`src/rtl/fetch_realign_pkg.sv`:
```
// Shared types and constants for the fetch realignment buffer.
package fetch_realign_pkg;
    localparam int HALF_BYTES = 2;
    localparam int MAX_VLEN   = 64;

    typedef enum logic {
        ALIGNED = 1'b0,
        HALF    = 1'b1
    } realign_state_e;

    // addr is sized for the widest supported VLEN; the top uses the low VLEN bits.
    typedef struct packed {
        logic [31:0]         instr;
        logic [MAX_VLEN-1:0] addr;
        logic                rvc;
    } fetch_slot_t;

    function automatic logic is_rvc(input logic [15:0] half);
        return half[1:0] != 2'b11;
    endfunction
endpackage

```
`src/rtl/fetch_realign_buf.sv`:
```
// Splits 32-bit fetch words into up to two instruction slots; 1-cycle registered output.
// Fetch stalls while an output is held unconsumed; FETCH_REALIGN_RVC_EN enables compressed realignment.
module fetch_realign_buf
    import fetch_realign_pkg::*;
#(
    parameter int VLEN = 64
) (
    input  logic                 clk_i,
    input  logic                 rst_i,
    input  logic                 flush_i,
    input  logic                 fetch_valid_i,
    output logic                 fetch_ready_o,
    input  logic [31:0]          fetch_data_i,
    input  logic [VLEN-1:0]      fetch_addr_i,
    output logic [1:0]           out_valid_o,
    output logic [1:0][31:0]     out_instr_o,
    output logic [1:0][VLEN-1:0] out_addr_o,
    output logic [1:0]           out_rvc_o,
    input  logic                 out_ready_i
);
    logic              w_fire;
    logic [1:0]        w_vld;
    fetch_slot_t [1:0] w_slot;
    logic [1:0]        r_vld;
    fetch_slot_t [1:0] r_slot;

    assign fetch_ready_o = !rst_i && (r_vld == 2'b00 || out_ready_i);
    assign w_fire        = fetch_valid_i && fetch_ready_o;

`ifdef FETCH_REALIGN_RVC_EN
    realign_state_e  r_state, w_nxt_state;
    logic [15:0]     r_pend_half, w_nxt_pend_half;
    logic [VLEN-1:0] r_pend_addr, w_nxt_pend_addr;
    logic [VLEN-1:0] w_hi_addr;
    logic            w_cont;
    logic            w_hi_todo;

    assign w_cont    = (r_state == HALF) && (fetch_addr_i == r_pend_addr + VLEN'(HALF_BYTES));
    assign w_hi_addr = fetch_addr_i + VLEN'(HALF_BYTES);

    always_comb begin
        w_vld           = 2'b00;
        w_slot          = '0;
        w_nxt_state     = ALIGNED;
        w_nxt_pend_half = '0;
        w_nxt_pend_addr = '0;
        w_hi_todo       = 1'b0;
        if (w_cont) begin
            w_vld[0]        = 1'b1;
            w_slot[0].instr = {fetch_data_i[15:0], r_pend_half};
            w_slot[0].addr  = MAX_VLEN'(r_pend_addr);
            w_hi_todo       = 1'b1;
        end else if (fetch_addr_i[1]) begin
            // Only the upper halfword belongs to this fetch.
            if (is_rvc(fetch_data_i[31:16])) begin
                w_vld[0]        = 1'b1;
                w_slot[0].instr = {16'h0, fetch_data_i[31:16]};
                w_slot[0].addr  = MAX_VLEN'(fetch_addr_i);
                w_slot[0].rvc   = 1'b1;
            end else begin
                w_nxt_state     = HALF;
                w_nxt_pend_half = fetch_data_i[31:16];
                w_nxt_pend_addr = fetch_addr_i;
            end
        end else if (!is_rvc(fetch_data_i[15:0])) begin
            w_vld[0]        = 1'b1;
            w_slot[0].instr = fetch_data_i;
            w_slot[0].addr  = MAX_VLEN'(fetch_addr_i);
        end else begin
            w_vld[0]        = 1'b1;
            w_slot[0].instr = {16'h0, fetch_data_i[15:0]};
            w_slot[0].addr  = MAX_VLEN'(fetch_addr_i);
            w_slot[0].rvc   = 1'b1;
            w_hi_todo       = 1'b1;
        end
        if (w_hi_todo) begin
            if (is_rvc(fetch_data_i[31:16])) begin
                w_vld[1]        = 1'b1;
                w_slot[1].instr = {16'h0, fetch_data_i[31:16]};
                w_slot[1].addr  = MAX_VLEN'(w_hi_addr);
                w_slot[1].rvc   = 1'b1;
            end else begin
                w_nxt_state     = HALF;
                w_nxt_pend_half = fetch_data_i[31:16];
                w_nxt_pend_addr = w_hi_addr;
            end
        end
    end
`else
    always_comb begin
        w_vld           = 2'b01;
        w_slot          = '0;
        w_slot[0].instr = fetch_data_i;
        w_slot[0].addr  = MAX_VLEN'(fetch_addr_i);
    end
`endif

    always_ff @(posedge clk_i) begin
        if (rst_i) begin
            r_vld  <= '0;
            r_slot <= '0;
        end else if (flush_i) begin
            r_vld <= '0;
        end else if (w_fire) begin
            r_vld  <= w_vld;
            r_slot <= w_slot;
        end else if (out_ready_i) begin
            r_vld <= '0;
        end
`ifdef FETCH_REALIGN_RVC_EN
        if (rst_i || flush_i) begin
            r_state     <= ALIGNED;
            r_pend_half <= '0;
            r_pend_addr <= '0;
        end else if (w_fire) begin
            r_state     <= w_nxt_state;
            r_pend_half <= w_nxt_pend_half;
            r_pend_addr <= w_nxt_pend_addr;
        end
`endif
    end

    assign out_valid_o = r_vld;

    always_comb begin
        for (int i = 0; i < 2; i++) begin
            out_instr_o[i] = r_slot[i].instr;
            out_addr_o[i]  = r_slot[i].addr[VLEN-1:0];
            out_rvc_o[i]   = r_slot[i].rvc;
        end
    end
endmodule

```
`config.mk`:
```
export PLATFORM = sky130hd
export DESIGN_NAME = fetch_realign_buf
export DESIGN_NICKNAME = d
export VERILOG_FILES = /design/src/rtl/fetch_realign_pkg.sv /design/src/rtl/fetch_realign_buf.sv
export SDC_FILE = /design/constraint.sdc
export NUM_CORES = 1
export LEC_CHECK = 0
export CELL_PAD_IN_SITES_DETAIL_PLACEMENT = 1
export CELL_PAD_IN_SITES_GLOBAL_PLACEMENT = 1
export CORE_ASPECT_RATIO = 1.75
export CORE_MARGIN = 4
export CORE_UTILIZATION = 27
export CTS_BUF_LIST = sky130_fd_sc_hd__clkbuf_8
export DETAILED_ROUTE_END_ITERATION = 12
export GPL_ROUTABILITY_DRIVEN = 0
export PLACE_DENSITY = 0.93
export SLEW_MARGIN = 20
export SYNTH_ARGS = -nofsm -noshare
export SYNTH_HDL_FRONTEND = slang
export SYNTH_SLANG_ARGS = --single-unit
```
`constraint.sdc`:
```
create_clock -name clk_i -period 1.5 [get_ports clk_i]
set_clock_uncertainty 0.05 [all_clocks]
set_input_delay 0.225 -clock clk_i [delete_from_list [all_inputs] [get_ports clk_i]]
set_output_delay 0.225 -clock clk_i [all_outputs]
set_load 0.02 [all_outputs]
```
==> results of run 1 <==
==> final timing paths <==
kind / endpoint / depth (start not counted) / start
hold / removal: out_instr_o[30]$_SDFFE_PP0P_ / 2 / fetch_data_i[30]
setup reg to reg: out_instr_o[19]$_SDFFE_PP0P_ / 5 / out_valid_o[0]$_SDFFE_PP0P_
setup / recovery: out_addr_o[52]$_SDFFE_PP0P_ / 6 / fetch_valid_i
hold reg to reg: out_instr_o[11]$_SDFFE_PP0P_ / 3 / out_instr_o[11]$_SDFFE_PP0P_
==> synthesized netlist by cell type <==
cell,n
nor2b_1,1
a31o_2,6
clkbuf_2,1
buf_4,100
clkbuf_1,21
buf_6,9
a31o_1,90
a21oi_1,96
buf_2,21
nor3_1,1
conb_1,1
nor3b_2,1
nand2b_1,97
nor2_1,2
dfxtp_1,97
==> state kept, by name (all words and copies together) (netlist names) <==
register and count:
out_valid_o 1, out_addr_o 64, out_instr_o 32
==> worst reg2reg max path, delay by kind of cell (launching register included) <==
family                 cells  cell delay (ns)
AO/OA/AOI/OAI              2             0.33
buffers and inverters      2             0.40
flip-flops                 1             0.35
AND/OR/NAND/NOR            1             0.18
==> kinds of logic after synthesis <==
logic type / after synthesis / share of synthesized area [%]
AO/OA/AOI/OAI: 192 / 26.7
flip-flops: 97 / 39.3
AND/OR/NAND/NOR: 102 / 12.9
other: 1 / 0.0758
buffers and inverters: 152 / 21.0
==> stage by stage <==
stage	TNS, ns	utilization (%)
finish	0	38.7
global route	-0.0668	38.7
CTS	0	38.7
detailed placement	-29.71	38.3
global placement	-29.68	38.3
floorplan	0	-
==> power breakdown <==
group | total (uW) | internal [uW] | switching [uW]
clock network | 1750 | 805 | 946
logic | 1330 | 582 | 743
registers | 2790 | 2720 | 72.2
total | 5860 | 4100 | 1760
==> area by class of cell <==
type | count | area [um^2] | share of cell area, %
clock buffers | 10 | 138 | 1.97
diodes | 2 | 5.00 | 0.0716
clock inverters | 5 | 56.3 | 0.806
multi-input cells | 393 | 2350 | 33.6
repair buffers | 232 | 2210 | 31.6
well taps | 234 | 293 | 4.19
flip-flops and latches | 97 | 1940 | 27.8
==> layout by cell type, fill, tap and decap left out, drive strengths merged, types with 2 or more instances in the layout <==
master	instances
nand2b	97
nor2	2
clkdlybuf4s50	99
dfxtp	97
buf	36
diode	2
clkbuf	10
conb	99
clkinv	3
dlygate4sd2	97
a31o	96
a21oi	96
==> routing by layer <==
metal  GRT usage [%]  vias up  wire [um]
met5               0        -          0
met1            14.3     2059       5320
met3            3.83       28       1300
met2            27.3      207       8410
li1                -     2062          -
met4            7.82        0        597
==> repair_timing <==
| action | CTS | global route |
|---|---|---|
| hold buffers | 0 | 0 |
| hold endpoints to repair | 0 | 0 |
| setup endpoints to repair | 98 | 8 |
| resized for setup | 103 | 0 |
==> results.toml, run 1 <==
[cts]
clk_pin_slew_ns = 0.10
h-tree-depth = 3
cts_buffer_depth = 2
cts.sinks = 97
cts_tree = "yes"
cts_root_buffer = "clkbuf_8"
post_cts_buffers = 0
clk_latency_ns = 0.38
numCtsBuffers = 9

[grt]
antenna_found_initial = 2
grt_pass1_wl_um = 23400
grt_max_degree = 51
grt_pass1_vias = 4536
grt_overflow = 0
track_usage_pct = 14.7

[route]
via_per_inst = 4.48
routed_wl_um = 15600
drtIter0Drc = 140
drc = 0
drt_pass1_iterations = 4
ant_nets = 0
post_drt_wl_per_cell_um = 16.1
vias = 4356

[die]
die_w_um = 110
fp.dieArea_mm2 = 0.0206
coreArea_mm2 = 0.0181
io_pins = 298
die_h_um = 187
row_count = 65
initial_core_util_pct = 27.4

[layout]
drive_gt1_share_pct = 8.28
syn_to_final_growth_pct = 41.3
fin_nets = 834
final_cell_area_mm2 = 0.00699
fillCellCount = 2158
fin_cells = 973

[timing]
final.setup.worst_slack_ns = 0.0536
holdWs_ns = 0.388
setup-violations-final = 0
period_share_pct = 96.4
rsz0062_at_grt = "yes"
slew_viol_final = 0
final-hold-violation-count = 0
min_period_ns = 1.45
max_clock_freq_mhz = 691

[placed_design]
dp_hpwl_um = 11900
placed_area_mm2 = 0.00691
port_buffers = 198
dp.cells = 956
dp_slack_ns = -0.355

[setup_path]
path_cells = "clkdlybuf4s50_1 > nor3b_4 > buf_4 > buf_12 > a21oi_1 > a31o_1"
critPathMaxFanout = 30
critical_path_class = "in -> reg"
cp.arrival_ns = 1.66
critPathLaunchType = "primary input"
worstPathRequired_ns = 1.71
regToRegSetupSlack_ns = 0.09
crit_path_top_delay_cell = "clkdlybuf4s50_1"
max_stage_delay_ns = 0.49
path_delay_family = "buffers and inverters"
critPathBufInv = 3
end_kind = "flop"

[yosys]
ys_ff_latch = 97
synth_cell_types = 15
synth_largest_area_cell = "dfxtp_1"
syn_avg_cell_area_um2 = 9.09
yosys_warnings = 0
synth_top_cell_area_share_pct = 39.3
netlist_area_mm2 = 0.00495
postSynthCellCount = 544
yosysSeqAreaShare_pct = 39.3
synthTopCellsByArea = "dfxtp_1 39%, a31o_1 16%, buf_4 15%"

[power]
powerDensity_mw_per_mm2 = 839
vdd_ir_drop_max_mv = 0.330
total_power_uw = 5860
leakagePower_uw = 0.00319

[run]
drv_cap = 0

[hold_path]
min_path_type = "in -> reg"

[status]
status = "finished clean"
(Power assumes the default switching activity.)
==> inputs of run 2 (changes only) <==
--- a/config.mk
+++ b/config.mk
@@ -14,6 +14,7 @@
 export DETAILED_ROUTE_END_ITERATION = 12
 export GPL_ROUTABILITY_DRIVEN = 0
 export PLACE_DENSITY = 0.93
+export SETUP_SLACK_MARGIN = 0.2
 export SLEW_MARGIN = 20
 export SYNTH_ARGS = -nofsm -noshare
 export SYNTH_HDL_FRONTEND = slang
==> run 2 against run 1 <==
Compared with the run above: non-clock buffer count grew 29; sequential share of layout area decreased by 1.9 points; critical path depth did not move; flip-flop and latch count unchanged; hold slack got worse by 0.28 ns; combinational power is 11% higher; clock power is 11% higher; global-route usage grew 1.4 points; core utilization grew 2.9 points; maximum frequency is 6.0% higher; critical path type is now reg -> reg; critical endpoint is now out_addr_o[60]$_SDFFE_PP0P_; largest power group unchanged.
==> results.toml, run 2 (synthesis results as in run 1) <==
[timing]
rsz0062_at_grt = "yes"
min_period_ns = 1.36
slew_viol_final = 0
setup-violations-final = 0
max_clock_freq_mhz = 733
final-hold-violation-count = 0
period_share_pct = 90.9

[hold_path]
holdPathEnd = "out_valid_o[0]$_SDFFE_PP0P_"
min_path_type = "in -> reg"
worstHoldPathCells = 2
worstHoldStart = "rst_i"

[setup_path]
worstRegToRegCells = 6
critPathLaunchType = "flop"
cp.arrival_ns = 1.58
critPathMaxFanout = 11
reg2reg_to = "out_addr_o[60]$_SDFFE_PP0P_"
critical_path_class = "reg -> reg"
worstReg2RegStart = "out_valid_o[0]$_SDFFE_PP0P_"
end_kind = "flop"
worstPathRequired_ns = 1.72
regToRegSetupSlack_ns = 0.14

[layout]
fillCellCount = 2128
fin_nets = 863
drive_gt1_share_pct = 26.0
final_common_cell = "conb_1"
syn_to_final_growth_pct = 51.9
final_cell_mix = "99 x conb_1, 96 x nand2b_1, 96 x clkdlybuf4s50_1, 96 x dfxtp_1, 90 x a31o_1"
largest_reg_flops = 64
final_cell_area_mm2 = 0.00751

[cts]
cts_root_buffer = "clkbuf_8"
clk_latency_ns = 0.37
postCtsHoldBufs = 0
cts_buffer_depth = 2
numCtsBuffers = 9
h-tree-depth = 3
cts_tree = "yes"
clk_pin_slew_ns = 0.09
cts.sinks = 97

[die]
row_count = 65
die_w_um = 110
fp.dieArea_mm2 = 0.0206
die_h_um = 187
io_pins = 298
initial_core_util_pct = 27.4
coreArea_mm2 = 0.0181

[power]
powerDensity_mw_per_mm2 = 828
total_power_uw = 6220
vdd_ir_drop_max_mv = 0.386
leakagePower_uw = 0.00332

[placed_design]
dp_hpwl_um = 11800
placed_area_mm2 = 0.00693
port_buffers = 198

[grt]
grt_max_degree = 97
track_usage_pct = 16.1
grt_pass1_vias = 4657
grt_pass1_wl_um = 25600
grt_overflow = 0
antenna_found_initial = 1

[route]
drc = 0
routed_wl_um = 18400
post_drt_wl_per_cell_um = 18.4
vias = 4627
drtIter0Drc = 127
drt_pass1_iterations = 4
ant_nets = 0
via_per_inst = 4.62

[status]
status = "finished clean"

[run]
drv_cap = 0
[run 2: cell count changes in the layout (fill, tap and decap cells not counted), moves of 10 or more]
cell / previous run / this run
buf_6: 0 / 13
dlygate4sd2_1: 97 / 1
clkdlybuf4s15_2: 0 / 13
buf_2: 2 / 85
a21oi_2: 0 / 10
clkbuf_16: 0 / 12
a21oi_1: 96 / 85
buf_4: 26 / 16
[run 2: what timing repair did]
action	in CTS	in global routing
gates cloned	6	14
pin swaps	2	6
resized for setup	383	50
setup endpoints to repair	194	114
setup buffers	7	1
[run 2: how the worst max path moves through the flow]
stage | start | to | slack [ns] | cells after the start
after floorplan | rst_i | out_addr_o[0]$_SDFFE_PP0P_ | 0.21 | 6
after global placement | flush_i | out_instr_o[22]$_SDFFE_PP0P_ | -0.38 | 6
after detailed placement | flush_i | out_instr_o[13]$_SDFFE_PP0P_ | -0.39 | 6
after CTS | out_valid_o[0]$_SDFFE_PP0P_ | fetch_ready_o | 0.12 | 3
after global routing | out_valid_o[0]$_SDFFE_PP0P_ | out_addr_o[33]$_SDFFE_PP0P_ | 0.1 | 6
final | out_valid_o[0]$_SDFFE_PP0P_ | out_addr_o[60]$_SDFFE_PP0P_ | 0.14 | 6
[run 2: cell type report]
cell class / count / area (um^2) / share of cell area (%)
Clock inverter: 5 / 80.1 / 1.07
Antenna cell: 1 / 2.50 / 0.0333
Clock buffer: 10 / 138 / 1.83
Multi-Input combinational cell: 393 / 2410 / 32.1
Tap cell: 234 / 293 / 3.90
Sequential cell: 97 / 1940 / 25.9
Timing Repair Buffer: 261 / 2650 / 35.2
[run 2: per-stage QoR]
stage / setup TNS, ns / worst slack, ns / utilization, % / cells / hold WS (ns)
after detailed placement: -34.22 / -0.394 / 38.4 / 957 / 0.460
after floorplan: 0 / 0.206 / - / 642 / 0.247
final: 0 / 0.136 / 41.6 / 1001 / 0.103
after global routing: 0 / 0.0984 / 41.6 / 1001 / 0.105
after global placement: -31.07 / -0.375 / 38.4 / 957 / 0.469
after CTS: 0 / 0.116 / 39.9 / 985 / 0.0641
[run 2: power breakdown]
group / internal (uW) / switching [uW]
clock network: 974 / 974
registers: 2720 / 78.7
logic: 673 / 805
total: 4360 / 1860
[run 2: routing by layer]
layer  wire (um)  global-route usage [%]  vias to the layer above
met5           0                       0                        -
met4         744                    8.25                        0
met1        6260                    15.6                     2214
met3        1330                    3.14                       39
met2       10100                    30.6                      248
li1            -                       -                     2126
[run 2: worst max-delay path, stage by stage (launching register included)]
cell,delay (ns)
dfxtp_2,0.33
buf_6,0.11
nand2b_4,0.13
buf_12,0.19
clkbuf_16,0.18
a21oi_1,0.06
a31o_1,0.18
